$ cat config.mk
export PLATFORM = sky130hd
export DESIGN_NAME = pipe_ctl
export DESIGN_NICKNAME = d
export VERILOG_FILES = /design/src/rtl/pipe_ctl_pkg.sv /design/src/rtl/pipe_ctl_hazard_cmp.sv /design/src/rtl/pipe_ctl.sv
export SDC_FILE = /design/constraint.sdc
export NUM_CORES = 1
export LEC_CHECK = 0
export ABC_CLOCK_PERIOD_IN_PS = 4600
export BUFFER_PORTS_ARGS = -buffer_cell sky130_fd_sc_hd__clkbuf_2
export CAP_MARGIN = 20
export CORE_MARGIN = 2
export CORE_UTILIZATION = 50
export CTS_CLUSTER_SIZE = 14
export DETAILED_ROUTE_END_ITERATION = 8
export PLACE_DENSITY = 0.77
export SYNTH_ARGS = -nofsm -noshare
export SYNTH_HDL_FRONTEND = slang
export SYNTH_SLANG_ARGS = --single-unit
$ cat constraint.sdc
create_clock -name clk -period 4.6 [get_ports clk]
set_input_delay 0.23 -clock clk [delete_from_list [all_inputs] [get_ports clk]]
set_output_delay 0.23 -clock clk [all_outputs]
set_load 0.1 [all_outputs]
$ cat src/rtl/pipe_ctl_pkg.sv
// Shared types for the pipeline hazard controller: forwarding selects, FSM states, shadow entry.
// No logic of its own; no latency or backpressure.
// Field widths match the MIPS 32-entry register file.
package pipe_ctl_pkg;

    localparam int REG_W = 5;

    localparam logic [1:0] FWD_RF  = 2'b00;
    localparam logic [1:0] FWD_MEM = 2'b01;
    localparam logic [1:0] FWD_WB  = 2'b10;

    typedef enum logic {
        ST_RUN  = 1'b0,
        ST_BUSY = 1'b1
    } ctlState_t;

    typedef struct packed {
        logic             valid;
        logic [REG_W-1:0] rs;
        logic [REG_W-1:0] rt;
        logic [REG_W-1:0] dst;
        logic             regwrite;
        logic             load;
    } shEntry_t;

endpackage

$ cat src/rtl/pipe_ctl_hazard_cmp.sv
// Matches one source register against one in-flight shadow entry.
// Purely combinational; no backpressure.
// r0 writes never match since r0 is hard-wired to zero.
module hazard_cmp
    import pipe_ctl_pkg::*;
(
    input  shEntry_t         entry,
    input  logic [REG_W-1:0] src,
    input  logic             srcUsed,
    output logic             match
);

    assign match = entry.valid & entry.regwrite & (entry.dst != '0)
                 & srcUsed & (entry.dst == src);

endmodule

$ cat src/rtl/pipe_ctl.sv
// Hazard/sequencing controller for the 5-stage MIPS pipe; PIPE_CTL_FWD_EN enables EX forwarding.
// Stall/flush/forward outputs are combinational (same cycle); shadow state, FSM, counter on clk.
// Multi-cycle EX holds IF/ID/EX and bubbles MEM; load-use (or any RAW without forwarding) holds IF/ID.
module pipe_ctl
    import pipe_ctl_pkg::*;
#(
    parameter int STALL_CNT_W = 16
) (
    input  logic                   clk,
    input  logic                   reset,
    input  logic                   id_valid,
    input  logic [REG_W-1:0]       id_rs,
    input  logic [REG_W-1:0]       id_rt,
    input  logic                   id_use_rs,
    input  logic                   id_use_rt,
    input  logic [REG_W-1:0]       id_dst,
    input  logic                   id_regwrite,
    input  logic                   id_load,
    input  logic                   id_jump,
    input  logic                   ex_mc_start,
    input  logic                   ex_mc_done,
    input  logic                   ex_branch_taken,
    output logic                   stall_if,
    output logic                   stall_id,
    output logic                   stall_ex,
    output logic                   bubble_ex,
    output logic                   flush_if,
    output logic                   flush_id,
    output logic [1:0]             fwd_a,
    output logic [1:0]             fwd_b,
    output logic [STALL_CNT_W-1:0] stall_cycles
);

    ctlState_t state, stateNext;
    shEntry_t  exEnt, memEnt, wbEnt, idEnt;
    shEntry_t  stEnt [3];
    logic [2:0] idMatchRs, idMatchRt;
    logic       dataHaz, mcHold, brTaken, inBusy;
    logic       unusedBits;

    // Unused sources are recorded as r0 so they can never produce a match later.
    always_comb begin
        idEnt          = '0;
        idEnt.valid    = id_valid;
        idEnt.rs       = id_use_rs ? id_rs : '0;
        idEnt.rt       = id_use_rt ? id_rt : '0;
        idEnt.dst      = id_dst;
        idEnt.regwrite = id_regwrite;
        idEnt.load     = id_load;
    end

    assign stEnt[0] = exEnt;
    assign stEnt[1] = memEnt;
    assign stEnt[2] = wbEnt;

    for (genvar s = 0; s < 3; s++) begin : gIdCmp
        hazard_cmp uRs (.entry(stEnt[s]), .src(id_rs), .srcUsed(id_use_rs), .match(idMatchRs[s]));
        hazard_cmp uRt (.entry(stEnt[s]), .src(id_rt), .srcUsed(id_use_rt), .match(idMatchRt[s]));
    end

`ifdef PIPE_CTL_FWD_EN
    logic aMem, aWb, bMem, bWb;

    hazard_cmp uAMem (.entry(memEnt), .src(exEnt.rs), .srcUsed(exEnt.valid), .match(aMem));
    hazard_cmp uAWb  (.entry(wbEnt),  .src(exEnt.rs), .srcUsed(exEnt.valid), .match(aWb));
    hazard_cmp uBMem (.entry(memEnt), .src(exEnt.rt), .srcUsed(exEnt.valid), .match(bMem));
    hazard_cmp uBWb  (.entry(wbEnt),  .src(exEnt.rt), .srcUsed(exEnt.valid), .match(bWb));

    assign fwd_a   = aMem ? FWD_MEM : (aWb ? FWD_WB : FWD_RF);
    assign fwd_b   = bMem ? FWD_MEM : (bWb ? FWD_WB : FWD_RF);
    assign dataHaz = id_valid & exEnt.load & (idMatchRs[0] | idMatchRt[0]);
`else
    // No bypass and no register-file write-through: wait until the writer has retired.
    assign fwd_a   = FWD_RF;
    assign fwd_b   = FWD_RF;
    assign dataHaz = id_valid & ((|idMatchRs) | (|idMatchRt));
`endif

    assign unusedBits = ^{exEnt.rs, exEnt.rt, memEnt.rs, memEnt.rt, memEnt.load,
                          wbEnt.rs, wbEnt.rt, wbEnt.load};

    assign inBusy  = (state == ST_BUSY);
    assign mcHold  = (((state == ST_RUN) & ex_mc_start) | inBusy) & ~ex_mc_done;
    assign brTaken = ex_branch_taken & ~inBusy;

    always_comb begin
        stateNext = state;
        case (state)
            ST_RUN:  if (ex_mc_start && !ex_mc_done) stateNext = ST_BUSY;
            ST_BUSY: if (ex_mc_done) stateNext = ST_RUN;
            default: stateNext = ST_RUN;
        endcase
    end

    always_comb begin
        stall_if  = 1'b0;
        stall_id  = 1'b0;
        stall_ex  = 1'b0;
        bubble_ex = 1'b0;
        flush_id  = 1'b0;
        flush_if  = 1'b0;
        if (mcHold) begin
            stall_if = 1'b1;
            stall_id = 1'b1;
            stall_ex = 1'b1;
        end else if (brTaken) begin
            flush_id  = 1'b1;
            bubble_ex = 1'b1;
        end else if (dataHaz) begin
            stall_if  = 1'b1;
            stall_id  = 1'b1;
            bubble_ex = 1'b1;
        end
        // A jump squashed by a taken branch must not redirect fetch.
        flush_if = id_valid & id_jump & ~stall_id & ~flush_id;
    end

    always_ff @(posedge clk or posedge reset) begin
        if (reset) begin
            state  <= ST_RUN;
            exEnt  <= '0;
            memEnt <= '0;
            wbEnt  <= '0;
        end else begin
            state <= stateNext;
            if (stall_ex) begin
                memEnt <= '0;
                wbEnt  <= memEnt;
            end else begin
                exEnt  <= (bubble_ex || flush_id || !id_valid) ? '0 : idEnt;
                memEnt <= exEnt;
                wbEnt  <= memEnt;
            end
        end
    end

    always_ff @(posedge clk or posedge reset) begin
        if (reset) begin
            stall_cycles <= '0;
        end else if (stall_id && (stall_cycles != '1)) begin
            stall_cycles <= stall_cycles + STALL_CNT_W'(1);
        end
    end

endmodule

==> flow_results.xml, run 1 <==
<?xml version="1.0" encoding="UTF-8"?>
<metrics>
  <group name="pwr">
    <metric name="power_per_cell_area" unit="nW/um^2">447</metric>
    <metric name="p_leak" unit="nW">1.06</metric>
    <metric name="post-layout-total-power" unit="mW">1.02</metric>
    <metric name="worst_ir_drop_vdd" unit="mV">0.576</metric>
  </group>
  <group name="layout">
    <metric name="area_growth" unit="%">16.9</metric>
    <metric name="fin_cells" unit="">272</metric>
    <metric name="num-nets-final" unit="">251</metric>
    <metric name="antenna-diode-count" unit="">0</metric>
    <metric name="drive_above_1_share" unit="%">27.7</metric>
  </group>
  <group name="routing">
    <metric name="remaining_drc_errors" unit="">0</metric>
    <metric name="dr.first_iter.drc_count" unit="">37</metric>
    <metric name="aggregate_routed_wire_length" unit="mm">3.69</metric>
    <metric name="routed_via_density" unit="">5.19</metric>
    <metric name="post_drt_wl_per_cell" unit="um">13.6</metric>
    <metric name="detailroute.via_count" unit="">1413</metric>
    <metric name="route.antenna.remaining_nets" unit="">0</metric>
    <metric name="first_pass_iters" unit="">4</metric>
  </group>
  <group name="place">
    <metric name="place_congestion" unit="">0.887</metric>
    <metric name="port_buffers" unit="">46</metric>
    <metric name="place.detailed.hpwl" unit="mm">2.79</metric>
    <metric name="post-place-cells" unit="">265</metric>
  </group>
  <group name="clocking">
    <metric name="cts_resized" unit="">0</metric>
    <metric name="worst_skew_pair.late_latency" unit="ns">0.28</metric>
    <metric name="tritoncts_num_sinks" unit="">38</metric>
    <metric name="worst_setup_hold_path_clk_slew" unit="ns">0.07</metric>
    <metric name="clock-root-buffer" unit="">clkbuf_8</metric>
    <metric name="holdBufCountCts" unit="">0</metric>
    <metric name="cts_tree" unit="">done</metric>
    <metric name="clock_tree.htree_level_count" unit="">2</metric>
    <metric name="clock_tree.buffer_depth" unit="">2</metric>
    <metric name="number_of_buffers_inserted_by_post_cts_setup_repair" unit="">0</metric>
    <metric name="cts_buffers" unit="">5</metric>
  </group>
  <group name="logic_synthesis">
    <metric name="mean_post_synth_cell_area" unit="sq um">11.0</metric>
    <metric name="synth_top_cell_area_share" unit="%">48.9</metric>
    <metric name="netlist_area" unit="sq um">1940</metric>
    <metric name="ys_ff_latch" unit="">38</metric>
    <metric name="asyncSetResetFlopFracSynth" unit="%">100</metric>
    <metric name="synth.largest_area_cell" unit="">dfrtp_1</metric>
    <metric name="ys_seq_area_share" unit="%">48.9</metric>
    <metric name="synth_top_flop_cell" unit="">dfrtp_1</metric>
    <metric name="synth_cell_types" unit="">34</metric>
    <metric name="synth_edf_count" unit="">0</metric>
    <metric name="post_synth_most_frequent_cells" unit="">xnor2_1, dfrtp_1, nand4_1</metric>
    <metric name="synth.area.top_cells" unit="">dfrtp_1, xnor2_1, nand4_1, a22o_1, buf_4</metric>
    <metric name="synthMostInstantiatedCell" unit="">xnor2_1</metric>
    <metric name="yosys_warnings" unit="">0</metric>
    <metric name="syn-instance-count" unit="">177</metric>
  </group>
  <group name="sta">
    <metric name="setup_repair_after_global_routing_missed_its_margin" unit="">false</metric>
    <metric name="finalCritPeriodShare" unit="%">65.7</metric>
    <metric name="setup-tns-final" unit="ns">0</metric>
    <metric name="fin_worst_skew" unit="ns">0.00630</metric>
    <metric name="final_period_minus_worst_setup_slack" unit="ns">3.02</metric>
    <metric name="worst_rel_slew_slack" unit="%">54.7</metric>
    <metric name="highest_clock_frequency_the_design_can_meet" unit="GHz">0.331</metric>
    <metric name="setup_viol" unit="">0</metric>
    <metric name="maxSlewViolCount" unit="">0</metric>
    <metric name="hold_fails_final_rpt" unit="">0</metric>
    <metric name="worstMarginPinSlew" unit="ns">0.680</metric>
  </group>
  <group name="floorplan">
    <metric name="dieArea" unit="sq um">4400</metric>
    <metric name="ioPinCount" unit="">52</metric>
    <metric name="fp.dieH" unit="um">66.4</metric>
    <metric name="initial_utilization" unit="%">52.7</metric>
    <metric name="fp.coreArea" unit="sq um">3690</metric>
    <metric name="floorplan.rows" unit="">22</metric>
    <metric name="die_w" unit="um">66.4</metric>
  </group>
  <group name="setup_path">
    <metric name="critPathKind" unit="">reg2out</metric>
    <metric name="startpoint" unit="">exEnt[2]</metric>
    <metric name="worst_setup_path_endpoint" unit="">flush_if</metric>
    <metric name="data_arrival_time_of_the_critical_path" unit="ns">2.79</metric>
    <metric name="crit_required" unit="ns">4.37</metric>
    <metric name="endpoint_kind" unit="">output port</metric>
    <metric name="rr_worst_depth" unit="">6</metric>
    <metric name="crit-reg2reg-capture" unit="">stall_cycles[1]</metric>
    <metric name="worstPathMaxFanout" unit="">8</metric>
    <metric name="r2r_setup_slack" unit="ns">2.11</metric>
    <metric name="nature_of_the_critical_path_startpoint" unit="">flip-flop</metric>
    <metric name="worst_r2r_startpoint" unit="">stall_cycles[0]</metric>
  </group>
  <group name="outcome">
    <metric name="run_status" unit="">finished, final reports clean</metric>
  </group>
  <group name="grt">
    <metric name="grt_usage" unit="%">19.5</metric>
    <metric name="maximum_number_of_pins_on_one_net_before_global_route_repair" unit="">39</metric>
    <metric name="first_global_vias" unit="">1402</metric>
    <metric name="globalRoute.totalOverflow" unit="">0</metric>
    <metric name="grt_first_pass_wirelength" unit="mm">6.42</metric>
    <metric name="antenna_violations_before_repair" unit="">0</metric>
  </group>
  <group name="job">
    <metric name="timing.max_cap.violations" unit="">0</metric>
  </group>
  <group name="hold_path">
    <metric name="worst_hold_path_type" unit="">in2async</metric>
  </group>
</metrics>
## layer usage
layer	global-route usage (%)	share of wire (%)	up-vias
met3	3.92	5.3	2
met4	8.42	0.73	0
met1	26.6	47	674
met5	0	0	-
met2	30.3	47	40
li1	-	-	697
## kinds of logic after synthesis
group	share of synthesized area, %
buffers and inverters	3.67
muxes	0.579
xor gates and xnor gates	20.3
AOI/OAI and AO/OA	7.66
DFF	48.9
and+or+nand+nor	18.1
other	0.193
adders and majority gates	0.643
## cell usage in the layout (no fill, tap or decap), types with 2 or more instances in the layout
cell,n
or3_1,2
o311a_1,2
and4_1,2
nand3_1,8
clkbuf_8,5
dfrtp_1,38
o22ai_1,4
clkinv_2,2
nand4_1,13
conb_1,4
clkbuf_2,46
and3_1,5
xnor2_1,44
nor2_1,4
and2_1,7
nand2b_1,2
a22o_1,6
nand2_1,10
inv_1,3
## where the power goes
part | leakage, nW | internal (mW) | switching (mW)
Combinational | 0.511 | 0.0859 | 0.296
Sequential | 0.505 | 0.374 | 0.0513
Clock | 0.0438 | 0.102 | 0.108
Total | 1.06 | 0.561 | 0.455
## worst min path at each step
stage                    from              end  slack [ns]  cells after the start
CTS                     reset  stall_cycles[1]        0.04                      3
finish                  reset           inBusy        0.02                      3
global route            reset  stall_cycles[8]         0.1                      3
detailed placement      reset  stall_cycles[1]        0.35                      3
global placement        reset           inBusy        0.34                      3
floorplan           memEnt[1]         stEnt[1]        0.35                      0
## sequential cells by signal, indices dropped and copies added, names as in the netlist
signal        count
stall_cycles     16
exEnt             7
inBusy            1
memEnt            7
stEnt             7
## stage by stage
step                      hold WS (ns)  cell area, sq um  utilization [%]  setup slack [ns]
after global placement           0.343              2190             59.5              1.89
final                           0.0228              2270             61.6              1.58
after global routing            0.0979              2270             61.6              1.40
after floorplan                  0.354              1960                -             0.486
after detailed placement         0.345              2190             59.5              1.87
after CTS                       0.0405              2270             61.6              1.54
## critical path, cell delays in order (launching register included)
cell and delay (ns):
dfrtp_1 0.44, or3_1 0.39, o311a_1 0.31, a22oi_2 0.22, and2_4 0.18, nor3b_4 0.34
and2_1 0.18, clkbuf_2 0.45
## area by class of cell
class / instances / area (sq um)
fill: 324 / 1420
sequential: 38 / 951
multi-input combinational: 129 / 933
timing repair buffer: 47 / 238
clock buffer: 5 / 68.8
tap: 48 / 60.1
inverter: 3 / 11.3
clock inverter: 2 / 10.0
Power figures use the tool's default switching activity.
==> inputs of run 2 (changes only) <==
ABC_CLOCK_PERIOD_IN_PS = 2700   (was 4600)
CORE_UTILIZATION = 47   (was 50)
PLACE_DENSITY = 0.76   (was 0.77)
clock period = 2.7 ns   (was 4.6 ns; I/O delays follow)
==> run 2 against run 1 <==
  * Critical path depth is the same
  * Largest power group unchanged
  * Register-to-register slack lost 1.6 ns
  * Critical path type unchanged
  * Clock power grew to 2.8 times the previous value
  * Clock skew shrank 0.0020 ns
  * Die area grew 6.0%
  * Combinational power grew 74%
  * Flip-flop and latch count is the same
  * Via count grew 1.8%
  * Largest cell class unchanged
  * Sequential share of layout area shrank 2.3 points
  * Non-clock buffer count grew 4
==> flow_results.xml, run 2 (synthesis results as in run 1) <==
<?xml version="1.0" encoding="UTF-8"?>
<metrics>
  <group name="clocking">
    <metric name="clock_tree.htree_level_count" unit="">2</metric>
    <metric name="number_of_buffers_inserted_by_post_cts_setup_repair" unit="">0</metric>
    <metric name="clock-root-buffer" unit="">clkbuf_8</metric>
    <metric name="worst_setup_hold_path_clk_slew" unit="ns">0.08</metric>
    <metric name="tritoncts_num_sinks" unit="">38</metric>
    <metric name="cts_buffers" unit="">5</metric>
    <metric name="worst_skew_pair.late_latency" unit="ns">0.29</metric>
    <metric name="clock_tree.buffer_depth" unit="">2</metric>
    <metric name="cts_tree" unit="">done</metric>
  </group>
  <group name="setup_path">
    <metric name="nature_of_the_critical_path_startpoint" unit="">flip-flop</metric>
    <metric name="endpoint_kind" unit="">output port</metric>
    <metric name="path_common_cell" unit="">and2_4</metric>
    <metric name="worstPathMaxFanout" unit="">5</metric>
    <metric name="data_arrival_time_of_the_critical_path" unit="ns">2.39</metric>
    <metric name="critical-path-max-stage-delay" unit="ns">0.43</metric>
    <metric name="timing.critical_path.slowest_stage_cell" unit="">dfrtp_1</metric>
    <metric name="cp_cell_sequence" unit="">or3_1 -&gt; o311a_1 -&gt; a22oi_2 -&gt; and2_4 -&gt; nor3b_4 -&gt; and2_4 -&gt; buf_12</metric>
    <metric name="crit_required" unit="ns">2.57</metric>
    <metric name="critPathKind" unit="">reg2out</metric>
  </group>
  <group name="place">
    <metric name="preCtsSetupSlack" unit="ns">0.447</metric>
    <metric name="place_congestion" unit="">0.813</metric>
    <metric name="detailed_place.area" unit="sq um">2230</metric>
    <metric name="port_buffers" unit="">46</metric>
    <metric name="place.detailed.hpwl" unit="mm">3.09</metric>
  </group>
  <group name="floorplan">
    <metric name="die_w" unit="um">68.3</metric>
    <metric name="ioPinCount" unit="">52</metric>
    <metric name="fp.coreArea" unit="sq um">4000</metric>
    <metric name="fp.dieH" unit="um">68.3</metric>
    <metric name="dieArea" unit="sq um">4670</metric>
    <metric name="initial_utilization" unit="%">48.6</metric>
    <metric name="floorplan.rows" unit="">23</metric>
  </group>
  <group name="pwr">
    <metric name="power_per_cell_area" unit="nW/um^2">815</metric>
    <metric name="worst_ir_drop_vdd" unit="mV">1.10</metric>
    <metric name="p_leak" unit="nW">1.12</metric>
  </group>
  <group name="layout">
    <metric name="layout.cells.most_common_list" unit="">clkbuf_2, xnor2_1, dfrtp_1</metric>
    <metric name="largest_register_ff_count" unit="">16</metric>
    <metric name="final_cell_area" unit="sq um">2410</metric>
    <metric name="area_growth" unit="%">24.1</metric>
    <metric name="top_register" unit="">stall_cycles</metric>
    <metric name="num-nets-final" unit="">255</metric>
    <metric name="fin_util" unit="%">60.3</metric>
    <metric name="antenna-diode-count" unit="">0</metric>
    <metric name="drive_above_1_share" unit="%">31.0</metric>
    <metric name="final_common_cell" unit="">clkbuf_2</metric>
  </group>
  <group name="routing">
    <metric name="route.antenna.remaining_nets" unit="">0</metric>
    <metric name="detailroute.via_count" unit="">1439</metric>
    <metric name="aggregate_routed_wire_length" unit="mm">3.98</metric>
    <metric name="post_drt_wl_per_cell" unit="um">14.3</metric>
    <metric name="dr.first_iter.drc_count" unit="">99</metric>
    <metric name="first_pass_iters" unit="">6</metric>
    <metric name="remaining_drc_errors" unit="">0</metric>
    <metric name="routed_via_density" unit="">5.16</metric>
  </group>
  <group name="sta">
    <metric name="final_period_minus_worst_setup_slack" unit="ns">2.52</metric>
    <metric name="worstMarginPinSlew" unit="ns">0.547</metric>
    <metric name="post-route-worst-setup-slack" unit="ns">0.180</metric>
    <metric name="setup_repair_after_global_routing_missed_its_margin" unit="">false</metric>
    <metric name="highest_clock_frequency_the_design_can_meet" unit="GHz">0.397</metric>
    <metric name="fin_worst_hold_slack" unit="ns">0.0501</metric>
    <metric name="maxSlewViolCount" unit="">0</metric>
    <metric name="setup_viol" unit="">0</metric>
    <metric name="worst_rel_slew_slack" unit="%">63.7</metric>
    <metric name="finalCritPeriodShare" unit="%">93.3</metric>
    <metric name="hold_fails_final_rpt" unit="">0</metric>
    <metric name="fin_worst_skew" unit="ns">0.00425</metric>
    <metric name="setup-tns-final" unit="ns">0</metric>
  </group>
  <group name="grt">
    <metric name="grt_first_pass_wirelength" unit="mm">6.40</metric>
    <metric name="antenna_violations_before_repair" unit="">0</metric>
    <metric name="globalRoute.totalOverflow" unit="">0</metric>
    <metric name="first_global_vias" unit="">1376</metric>
    <metric name="maximum_number_of_pins_on_one_net_before_global_route_repair" unit="">27</metric>
    <metric name="grt_usage" unit="%">19.4</metric>
  </group>
  <group name="job">
    <metric name="timing.max_cap.violations" unit="">0</metric>
  </group>
  <group name="hold_path">
    <metric name="worst_hold_path_type" unit="">in2reg</metric>
  </group>
  <group name="outcome">
    <metric name="run_status" unit="">finished, final reports clean</metric>
  </group>
</metrics>
[run 2: changes by cell type in the layout (fill, tap and decap cells not counted), sizes merged]
cell         previous run  this run
clkbuf                 51        50
clkinv                  2         1
bufinv                  0         2
dlygate4sd3             0         1
buf                     1         5
[run 2: per-layer routing]
layer | GRT usage, % | part of all wire (%) | vias to the layer above
li1 | - | - | 703
met1 | 23.7 | 43 | 690
met2 | 33.4 | 49 | 40
met3 | 4.93 | 6.2 | 6
met4 | 6.75 | 1.4 | 0
met5 | 0 | 0 | -
[run 2: power breakdown]
part           leakage, nW  switching, mW  total (mW)  internal, mW
Sequential           0.503         0.0853       0.725         0.640
Combinational        0.545          0.505       0.662         0.157
Clock               0.0683          0.208       0.578         0.370
[run 2: repair_timing]
item / CTS / global route
endpoints found under the hold margin: 0 / 25
setup endpoints to repair: 0 / 1
hold buffers: 0 / 1
gates resized for setup: 0 / 1
[run 2: path summary, 6_finish.rpt]
kind,slack (ns),from,depth (start not counted),to
setup / recovery,0.18,exEnt[2],7,flush_if
hold / removal,0.05,id_dst[2],2,exEnt[4]
setup reg to reg,0.48,stall_cycles[0],7,stall_cycles[1]
hold reg to reg,0.41,memEnt[1],0,stEnt[1]
max in group asynchronous,1.87,reset,5,stEnt[1]
min in group asynchronous,0.25,reset,3,stall_cycles[2]
[run 2: area by class of cell]
type                       count  area [sq um]
clock buffer                   5          68.8
fill                         333          1590
sequential                    38           953
multi-input combinational    129           942
timing repair buffer          51           305
clock inverter                 3          68.8
inverter                       3          11.3
tap                           50          62.6
[run 2: worst max-delay path, delay by kind of cell (launching register included)]
kind	cells	cell delay, ns
buffers and inverters	1	0.16
AO/OA/AOI/OAI	2	0.51
AND/OR/NAND/NOR	4	0.97
flip-flops	1	0.43
[run 2: through the flow]
step                      std cells  power, mW
after CTS                       277       1.97
after floorplan                 180       1.27
final                           279       1.97
after global routing            279       2.05
after global placement          269       1.38
after detailed placement        269       1.39
==> inputs of run 3 (changes only) <==
CTS_CLUSTER_DIAMETER = 200   (was default)
RECOVER_POWER = 100   (was default)
==> run 3 against run 2 <==
  * Critical path depth unchanged
  * Core utilization fell by 1.6 points
  * Routed wire length fell by 0.23%
  * Fmax down 0.95%
  * Sequential share of layout area grew 1.1 points
  * Critical path type unchanged
  * Register-to-register slack worse by 0.12 ns
  * Setup slack lost 0.024 ns
  * First-iteration DRC count down 24%
  * Critical endpoint unchanged
  * Combinational power decreased by 3.0%
  * Via count is essentially flat
  * Total power shrank 1.1%
==> flow_results.xml, run 3 (synthesis results as in run 1) <==
<?xml version="1.0" encoding="UTF-8"?>
<metrics>
  <group name="grt">
    <metric name="grt_usage" unit="%">19.4</metric>
    <metric name="first_global_vias" unit="">1376</metric>
    <metric name="globalRoute.totalOverflow" unit="">0</metric>
    <metric name="grt_first_pass_wirelength" unit="mm">6.40</metric>
    <metric name="antenna_violations_before_repair" unit="">0</metric>
    <metric name="maximum_number_of_pins_on_one_net_before_global_route_repair" unit="">27</metric>
  </group>
  <group name="clocking">
    <metric name="cts_buffers" unit="">5</metric>
    <metric name="clock_tree.htree_level_count" unit="">2</metric>
    <metric name="cts_tree" unit="">done</metric>
    <metric name="worst_setup_hold_path_clk_slew" unit="ns">0.08</metric>
    <metric name="clock_tree.buffer_depth" unit="">2</metric>
    <metric name="tritoncts_num_sinks" unit="">38</metric>
    <metric name="clock-root-buffer" unit="">clkbuf_8</metric>
    <metric name="worst_skew_pair.late_latency" unit="ns">0.29</metric>
  </group>
  <group name="layout">
    <metric name="largest_register_ff_count" unit="">16</metric>
    <metric name="fin_util" unit="%">58.7</metric>
    <metric name="top_register" unit="">stall_cycles</metric>
    <metric name="drive_above_1_share" unit="%">21.4</metric>
    <metric name="area_growth" unit="%">20.7</metric>
    <metric name="antenna-diode-count" unit="">0</metric>
    <metric name="num-nets-final" unit="">255</metric>
    <metric name="final_common_cell" unit="">xnor2_1</metric>
    <metric name="final_cell_area" unit="sq um">2350</metric>
    <metric name="filler_cell_count" unit="">359</metric>
    <metric name="layout.cells.most_common_list" unit="">xnor2_1, dfrtp_1, clkbuf_2</metric>
  </group>
  <group name="hold_path">
    <metric name="worst_hold_path_type" unit="">in2reg</metric>
    <metric name="worstHoldPathCells" unit="">2</metric>
    <metric name="worstHoldStart" unit="">id_dst[2]</metric>
  </group>
  <group name="sta">
    <metric name="fin_worst_skew" unit="ns">0.00377</metric>
    <metric name="setup-tns-final" unit="ns">0</metric>
    <metric name="final_period_minus_worst_setup_slack" unit="ns">2.54</metric>
    <metric name="hold_fails_final_rpt" unit="">0</metric>
    <metric name="setup_repair_after_global_routing_missed_its_margin" unit="">false</metric>
    <metric name="worst_rel_slew_slack" unit="%">10.5</metric>
    <metric name="maxSlewViolCount" unit="">0</metric>
    <metric name="worstMarginPinSlew" unit="ns">1.34</metric>
    <metric name="setup_viol" unit="">0</metric>
    <metric name="highest_clock_frequency_the_design_can_meet" unit="GHz">0.393</metric>
    <metric name="finalCritPeriodShare" unit="%">94.2</metric>
  </group>
  <group name="job">
    <metric name="timing.max_cap.violations" unit="">0</metric>
  </group>
  <group name="setup_path">
    <metric name="path_common_cell" unit="">and2_4</metric>
    <metric name="critical-path-max-stage-delay" unit="ns">0.43</metric>
    <metric name="nature_of_the_critical_path_startpoint" unit="">flip-flop</metric>
    <metric name="startpoint" unit="">exEnt[2]</metric>
    <metric name="critical_path_cell_count" unit="">7</metric>
    <metric name="endpoint_kind" unit="">output port</metric>
    <metric name="data_arrival_time_of_the_critical_path" unit="ns">2.41</metric>
    <metric name="critical_path.n_buffers_inverters" unit="">1</metric>
    <metric name="cp_cell_sequence" unit="">or3_1 -&gt; o311a_1 -&gt; a22oi_2 -&gt; and2_4 -&gt; nor3b_4 -&gt; and2_4 -&gt; buf_8</metric>
    <metric name="worstPathMaxFanout" unit="">5</metric>
    <metric name="critPathKind" unit="">reg2out</metric>
    <metric name="crit_family" unit="">simple AND/OR/NAND/NOR gates</metric>
    <metric name="worst_r2r_startpoint" unit="">stall_cycles[0]</metric>
    <metric name="rr_worst_depth" unit="">7</metric>
    <metric name="crit_required" unit="ns">2.57</metric>
    <metric name="timing.critical_path.slowest_stage_cell" unit="">dfrtp_1</metric>
  </group>
  <group name="floorplan">
    <metric name="fp.dieH" unit="um">68.3</metric>
    <metric name="dieArea" unit="sq um">4670</metric>
    <metric name="fp.coreArea" unit="sq um">4000</metric>
    <metric name="floorplan.rows" unit="">23</metric>
    <metric name="die_w" unit="um">68.3</metric>
    <metric name="ioPinCount" unit="">52</metric>
    <metric name="initial_utilization" unit="%">48.6</metric>
  </group>
  <group name="routing">
    <metric name="remaining_drc_errors" unit="">0</metric>
    <metric name="first_pass_iters" unit="">6</metric>
    <metric name="route.antenna.remaining_nets" unit="">0</metric>
    <metric name="aggregate_routed_wire_length" unit="mm">3.97</metric>
    <metric name="dr.first_iter.drc_count" unit="">75</metric>
    <metric name="routed_via_density" unit="">5.16</metric>
    <metric name="detailroute.via_count" unit="">1440</metric>
    <metric name="post_drt_wl_per_cell" unit="um">14.2</metric>
  </group>
  <group name="place">
    <metric name="place.detailed.hpwl" unit="mm">3.09</metric>
    <metric name="place_congestion" unit="">0.813</metric>
    <metric name="port_buffers" unit="">46</metric>
    <metric name="detailed_place.area" unit="sq um">2230</metric>
  </group>
  <group name="pwr">
    <metric name="post-layout-total-power" unit="mW">1.94</metric>
    <metric name="p_leak" unit="nW">1.04</metric>
    <metric name="power_per_cell_area" unit="nW/um^2">828</metric>
    <metric name="worst_ir_drop_vdd" unit="mV">1.07</metric>
  </group>
  <group name="outcome">
    <metric name="run_status" unit="">finished, final reports clean</metric>
  </group>
</metrics>
## run 3: cell types whose count changed in the layout (fill, tap and decap cells not counted), sizes merged
cell	change
buf	-4
clkbuf	+4
## run 3: repair_timing
action                     CTS  global route
setup buffers                0             0
gates resized for setup      0             1
hold endpoints to repair     0            25
hold buffers                 0             1
setup endpoints to repair    0             1
## run 3: per-layer routing
metal	global-route usage (%)	up-vias	wire length, um
met5	0	-	0
met4	6.75	0	55
met3	4.93	6	246
met2	33.4	46	1970
met1	23.7	684	1700
li1	-	704	-
## run 3: worst paths after layout
| path | end | slack (ns) |
|---|---|---|
| max | flush_if | 0.16 |
| min | exEnt[4] | 0.05 |
| max reg2reg | stall_cycles[1] | 0.36 |
| min reg2reg | stEnt[1] | 0.41 |
| max in group asynchronous | stEnt[2] | 0.66 |
| min in group asynchronous | stall_cycles[2] | 0.21 |
## run 3: metrics by stage
stage / cells / hold WS [ns] / setup WS (ns)
after global placement: 269 / 0.353 / 0.449
after floorplan: 180 / 0.268 / -0.250
final: 279 / 0.0509 / 0.156
after detailed placement: 269 / 0.359 / 0.447
after CTS: 277 / 0.0430 / 0.103
after global routing: 279 / 0.0463 / 0.0356
## run 3: final cells by class
type                    instances  area (sq um)  share of cell area (%)
clock buffers                   5          68.8                    2.93
multi-input cells             129           936                    39.9
clock inverters                 3          68.8                    2.93
flip-flops and latches         38           953                    40.6
repair buffers                 51           246                    10.5
inverters                       3          11.3                   0.480
well taps                      50          62.6                    2.67
## run 3: report_power, final
group	total [mW]	switching, mW	internal [mW]
clock network	0.578	0.208	0.370
registers	0.725	0.0851	0.640
logic	0.642	0.504	0.138
